<file path="src/rtl/router_pkg.sv">
// router_pkg: shared widths, address constants and byte type for the 1x3 router.
`default_nettype none

package router_pkg;
   localparam int                DATA_W       = 8;
   localparam int                ADDR_W       = 2;
   localparam logic [ADDR_W-1:0] INVALID_ADDR = 2'b11;

   typedef logic [DATA_W-1:0] byte_t;
endpackage

`default_nettype wire

</file>
<file path="src/rtl/register_parity.sv">
// register_parity: running packet XOR parity, packet parity byte capture and err compare.
// Instantiated by register only when REGISTER_PARITY_CHECK_EN is defined.
`default_nettype none

module register_parity
   import router_pkg::*;
(
   input  logic              clk,
   input  logic              rst,
   input  logic              detect_add,
   input  logic              lfd_state,
   input  logic              ld_state,
   input  logic              laf_state,
   input  logic              full_state,
   input  logic              pkt_valid,
   input  logic              fifo_full,
   input  logic              low_pkt_valid,
   input  logic              parity_done,
   input  logic [DATA_W-1:0] hdr,
   input  logic [DATA_W-1:0] full_byte,
   input  logic [DATA_W-1:0] data_in,
   output logic              err
);

   byte_t int_parity;
   byte_t pkt_parity;

   // A byte taken while the FIFO is full is folded in on its first sample only.
   always_ff @(posedge clk or negedge rst) begin
      if (!rst)
         int_parity <= '0;
      else if (detect_add)
         int_parity <= '0;
      else if (lfd_state)
         int_parity <= int_parity ^ hdr;
      else if (ld_state && pkt_valid && !full_state)
         int_parity <= int_parity ^ data_in;
   end

   always_ff @(posedge clk or negedge rst) begin
      if (!rst)
         pkt_parity <= '0;
      else if (detect_add)
         pkt_parity <= '0;
      else if (ld_state && !pkt_valid && !fifo_full)
         pkt_parity <= data_in;
      else if (laf_state && low_pkt_valid && !parity_done)
         pkt_parity <= full_byte;
   end

   always_ff @(posedge clk or negedge rst) begin
      if (!rst)
         err <= 1'b0;
      else if (detect_add)
         err <= 1'b0;
      else if (parity_done)
         err <= (int_parity != pkt_parity);
   end

endmodule

`default_nettype wire

</file>
<file path="src/rtl/register.sv">
// register: router input data register (header latch, FIFO write byte, full-hold byte, flags).
// Parity checking is built only with REGISTER_PARITY_CHECK_EN; otherwise err is tied 0.
`default_nettype none

module register
   import router_pkg::*;
(
   input  logic              clk,
   input  logic              rst,
   input  logic              pkt_valid,
   input  logic              fifo_full,
   input  logic              rst_int_reg,
   input  logic              detect_add,
   input  logic              ld_state,
   input  logic              laf_state,
   input  logic              full_state,
   input  logic              lfd_state,
   input  logic [DATA_W-1:0] data_in,
   output logic              parity_done,
   output logic              low_pkt_valid,
   output logic              err,
   output logic [DATA_W-1:0] dout
);

   byte_t hdr;
   byte_t full_byte;

   always_ff @(posedge clk or negedge rst) begin
      if (!rst)
         hdr <= '0;
      else if (detect_add && pkt_valid && (data_in[ADDR_W-1:0] != INVALID_ADDR))
         hdr <= data_in;
   end

   // While the FIFO is full the byte is parked in full_byte and replayed in LOAD_AFTER_FULL.
   always_ff @(posedge clk or negedge rst) begin
      if (!rst) begin
         dout      <= '0;
         full_byte <= '0;
      end else if (lfd_state) begin
         dout <= hdr;
      end else if (ld_state && !fifo_full) begin
         dout <= data_in;
      end else if (ld_state && fifo_full) begin
         full_byte <= data_in;
      end else if (laf_state) begin
         dout <= full_byte;
      end
   end

   always_ff @(posedge clk or negedge rst) begin
      if (!rst)
         low_pkt_valid <= 1'b0;
      else if (rst_int_reg)
         low_pkt_valid <= 1'b0;
      else if (ld_state && !pkt_valid)
         low_pkt_valid <= 1'b1;
   end

   always_ff @(posedge clk or negedge rst) begin
      if (!rst)
         parity_done <= 1'b0;
      else if (detect_add)
         parity_done <= 1'b0;
      else if ((ld_state && !fifo_full && !pkt_valid) ||
               (laf_state && low_pkt_valid && !parity_done))
         parity_done <= 1'b1;
   end

`ifdef REGISTER_PARITY_CHECK_EN
   register_parity u_parity (
      .clk           (clk),
      .rst           (rst),
      .detect_add    (detect_add),
      .lfd_state     (lfd_state),
      .ld_state      (ld_state),
      .laf_state     (laf_state),
      .full_state    (full_state),
      .pkt_valid     (pkt_valid),
      .fifo_full     (fifo_full),
      .low_pkt_valid (low_pkt_valid),
      .parity_done   (parity_done),
      .hdr           (hdr),
      .full_byte     (full_byte),
      .data_in       (data_in),
      .err           (err)
   );
`else
   logic unused_full_state;
   assign unused_full_state = full_state;
   assign err               = 1'b0;
`endif

endmodule

`default_nettype wire

</file>
<file path="config.mk">
export PLATFORM = sky130hd
export DESIGN_NAME = register
export DESIGN_NICKNAME = d
export VERILOG_FILES = /design/src/rtl/router_pkg.sv /design/src/rtl/register_parity.sv /design/src/rtl/register.sv
export SDC_FILE = /design/constraint.sdc
export NUM_CORES = 1
export LEC_CHECK = 0
export BUFFER_PORTS_ARGS = -buffer_cell sky130_fd_sc_hd__buf_2
export CORE_MARGIN = 10
export CORE_UTILIZATION = 45
export DETAILED_ROUTE_END_ITERATION = 10
export PLACE_DENSITY = 0.69
export SETUP_SLACK_MARGIN = 0.05
export SLEW_MARGIN = 20
export SYNTH_ARGS = -nofsm -noshare
export SYNTH_HDL_FRONTEND = slang
export SYNTH_SLANG_ARGS = --single-unit
</file>
<file path="constraint.sdc">
create_clock -name clk -period 2.63 [get_ports clk]
set_clock_uncertainty 0.2 [all_clocks]
set_input_delay 0.1315 -clock clk [delete_from_list [all_inputs] [get_ports clk]]
set_output_delay 0.1315 -clock clk [all_outputs]
set_load 0.02 [all_outputs]
</file>
# Word level (Yosys, flattened, before mapping)
# Cells that the tools add are included.
[word_totals]
memories = 0
output_inout_bits = 11
ramBits = 0
word_cells = 34
latchBits = 0
reg_bits = 26
inputBits = 18
rom_bits = 0
[classes]
bitwise = 2
n_reduce_logical = 17
eq_ne = 2
shift = 0
order_cmp = 0
mux = 8
div_mod_pow = 0
multipliers = 0
n_addsub = 0
[ops]
columns = ["cell", "count"]
rows = [
  ["8-bit two-way mux", 4],
  ["1-bit logical AND", 8],
  ["1-bit two-way mux", 4],
  ["2-bit nonzero test", 2],
  ["1-bit zero test", 3],
  ["3-bit != test (second input constant)", 1],
  ["3-bit AND reduction", 1],
  ["3-bit nonzero test", 1],
  ["2-bit != test (second input constant)", 1],
  ["1-bit NOT", 2],
  ["2-bit AND reduction", 1],
  ["1-bit logical OR", 1],
]

# Logic depth before layout (Yosys ltp)
[depth]
ltp_word = 6
depth_mapped = 5
mapped_depth_nobuf = 3

# Least setup slack after synthesis
# OpenSTA, ideal clock, no wires.
[synth_timing]
kind = "input port to flip-flop"
start = "in lfd_state"
end = "reg full_byte[0]"
required_ns = 2.305
setup_ns = 0.125
stages = 3
n_path_buf = 1
path_slack_ns = 1.475
t_arrival_ns = 0.830
cell_sequence = "buf_6 > nand3b_2 > mux2_2"
[synth_via]
elab_chain_len = 2
[synth_lines]
columns = ["element", "line", "source"]
rows = [
  ["start, declared", "register.sv:17", "input logic lfd_state,"],
  ["1-bit NOT (no source line)", "-", ""],
  ["3-bit AND reduction (no source line)", "-", ""],
  ["end signal, assigned", "register.sv:45", "full_byte <= data_in;"],
  ["end, declared", "register.sv:26", "byte_t full_byte;"],
]
# No other way between the ends.
# A chain may end at the register's enable or synchronous reset.

# Final worst setup path
[layout_timing]
start = "reg low_pkt_valid"
end = "reg parity_done"
[layout_via]
elab_chain_len = 4
[layout_lines]
columns = ["element", "line", "source"]
rows = [
  ["start, declared", "register.sv:20", "output logic low_pkt_valid,"],
  ["start signal, assigned", "register.sv:53", "low_pkt_valid <= 1'b0;"],
  ["start signal, assigned", "register.sv:55", "low_pkt_valid <= 1'b0;"],
  ["start signal, assigned", "register.sv:57", "low_pkt_valid <= 1'b1;"],
  ["1-bit logical AND (2 in series)", "register.sv:66", "(laf_state && low_pkt_valid && !parity_done))"],
  ["1-bit logical OR", "register.sv:65", "else if ((ld_state && !fifo_full && !pkt_valid) ||"],
  ["2-bit nonzero test (no source line)", "-", ""],
  ["end signal, assigned", "register.sv:62", "parity_done <= 1'b0;"],
  ["end signal, assigned", "register.sv:64", "parity_done <= 1'b0;"],
  ["end signal, assigned", "register.sv:67", "parity_done <= 1'b1;"],
  ["end, declared", "register.sv:19", "output logic parity_done,"],
]
# No other way between the ends.

==> results_dict.tcl <==
set metrics [dict create \
    drtIter0Drc 37 \
    cts_buffers 3 \
    synthesis.area_mm2 0.001156 \
    status "completed" \
    layout-drive-gt1-share_pct 34.59 \
    area_growth_pct 27.81 \
    gp_congestion 0.6294 \
    hp-class "input pin to flip-flop" \
    max_stage_delay_ns 0.58 \
    cts_max_path_buffers 2 \
    vias 852 \
    synth_cell_types 20 \
    finalWirelength_um 2449 \
    die_w_um 70.69 \
    tritoncts "done" \
    path_depth 3 \
    maxCapViolations 0 \
    critical_path_arrival_ns 1.66 \
    max_freq_mhz 611.4 \
    final_area_mm2 0.001478 \
    ys_ff_latch 26 \
    dieArea_mm2 0.004996 \
    hold_path_depth 3 \
    io_buffers 26 \
    rows 18 \
    grt_max_degree 27 \
    crit_path_max_fanout 3 \
    synth.yosys.seq_area_share_pct 56.28 \
    clock-sinks 26 \
    grt_usage_pct 10.39 \
    cts-root-buf "clkbuf_4" \
    cp_num_buf_inv 1 \
    io_pins 29 \
    crit_type "flip-flop to flip-flop" \
    wl_per_cell_um 15.02 \
    dpl_cell_area_mm2 0.001295 \
    diodes 0 \
    firstDrtPassIters 4 \
    r2r_cells 3 \
    vdd_drop_max_mv 0.5463 \
    final_cell_mix "dfrtp_1 (26), buf_2 (26), mux2_2 (14)" \
    timing.setup.tns_ns 0 \
    utilization_pct 60.19 \
    slew_headroom_pct 53.41 \
    min_period_over_period_pct 62.19 \
    drc_errors 0 \
    syn_inst 94 \
    path_delay_family "buffers and inverters" \
    nNetsFinal 152 \
    htreeDepth 1 \
    path_clk_slew_ns 0.15 \
    first_global_vias 920 \
    endpoint_kind "flip-flop" \
    clock_latency_ns 0.32 \
    vias_per_cell 5.227 \
    slew_violations 0 \
    die_h_um 70.69 \
    critical_path_required_ns 2.65 \
    ant_nets 0 \
    dp_hpwl_um 1740 \
    worst_pin_slew_ns 0.6974 \
    yosys_warnings 0 \
    crit_path_start_kind "flip-flop" \
    p_per_area_mw_per_mm2 667.5 \
    power.leakage_nw 0.6920 \
    finalSetupViolCount 0 \
    rsz0062_at_grt "no" \
    crit_chain "a221oi_1, nor2_1, dlygate4sd3_1" \
    synth_nets 112 \
    grt_pass1_wl_um 4416 \
    avgSynthCellArea_um2 12.30 \
    period_needed_ns 1.636 \
    post_cts_buffers 0 \
    slowest_stage "dlygate4sd3_1" \
    overflow 0 \
    hold_viol_final 0 \
    antenna_found_initial 0 \
    coreArea_mm2 0.002455 \
    start_util_pct 47.09 \
]
## cells in the mapped netlist
library cell / instances / share of area (%)
a21o_1: 1 / 0.65
a21oi_1: 1 / 0.43
a221o_1: 8 / 6.9
a221oi_1: 1 / 0.76
and2b_1: 1 / 0.65
buf_2: 2 / 0.87
buf_4: 1 / 0.65
buf_6: 1 / 0.97
conb_1: 1 / 0.32
dfrtp_1: 26 / 56
inv_1: 1 / 0.32
mux2_2: 14 / 14
nand2_1: 9 / 2.9
nand2b_1: 9 / 4.9
nand3b_2: 1 / 0.97
nor2_1: 4 / 1.3
nor2b_1: 2 / 1.1
nor3_4: 1 / 1.4
o21ai_0: 8 / 3.5
o22a_1: 2 / 1.5
## worst register-to-register path: cells and delay by family (launching register included)
| kind | cells | cell delay, ns |
|---|---|---|
| compound gates | 1 | 0.27 |
| buf+inv | 1 | 0.58 |
| flops | 1 | 0.42 |
| simple gates | 1 | 0.07 |
## kinds of logic (layout without fill, tap and decap cells)
logic type	Yosys count	count (layout)	share of synthesized area, %
compound gates	21	21	13.75
simple gates	27	27	13.20
buf+inv	5	44	2.814
mux	14	14	13.64
other cells	1	1	0.3244
flops	26	26	56.28
## final timing paths
path,start,endpoint,slack [ns]
max,low_pkt_valid$_DFFE_PN0P_,parity_done$_DFFE_PN0P_,0.99
max reg2reg,low_pkt_valid$_DFFE_PN0P_,parity_done$_DFFE_PN0P_,0.99
min reg2reg,full_byte[3]$_DFFE_PN0P_,dout[3]$_DFFE_PN0P_,0.32
max in group asynchronous,rst,hdr[7]$_DFFE_PN0P_,1.75
min in group asynchronous,rst,hdr[0]$_DFFE_PN0P_,0.11
min,pkt_valid,hdr[0]$_DFFE_PN0P_,0.02
## metrics by stage
step                      power (W)  std cells  hold WS (ns)  setup WS, ns
final                     0.0009864        163       0.01856        0.9944
after global routing       0.001042        163       0.04741        0.9111
after CTS                 0.0009922        163       0.02323         1.015
after detailed placement  0.0007056        146      -0.04091         1.023
after global placement    0.0006946        146      -0.04148         1.083
after floorplan           0.0006328         94       -0.3641         1.475
## sequential cells by signal (all words and copies together) (netlist names)
name,cells
full_byte,8
parity_done,1
hdr,8
low_pkt_valid,1
dout,8
## per-layer routing
layer	vias to the layer above	wire, µm	global-route usage, %
met5	-	0	0
met4	0	12	2.581
met3	2	115	3.068
met2	17	1257	18.00
met1	414	1063	12.20
li1	419	-	-
## where the power goes
part	switching [W]	internal, W	leakage (nW)	total (W)
Combinational	0.000102	0.000103	0.351	0.000205
Clock	0.000124	0.000154	0.0279	0.000278
Sequential	0.0000358	0.000468	0.313	0.000503
Total	0.000261	0.000725	0.692	0.000986
## layout make-up
class / instances / area, µm²
clock buffer: 3 / 22.52
timing repair buffer: 39 / 260.3
inverter: 1 / 3.754
multi-input combinational: 63 / 473.0
tap: 30 / 37.54
sequential: 26 / 650.6
fill: 199 / 977.2
clock inverter: 1 / 30.03
## timing repair
item | in CTS | in global routing
hold endpoints to repair | 44 | 0
gates resized for setup | 0 | 0
hold buffers | 13 | 0
Note: power is estimated with default switching activity, not from simulation.
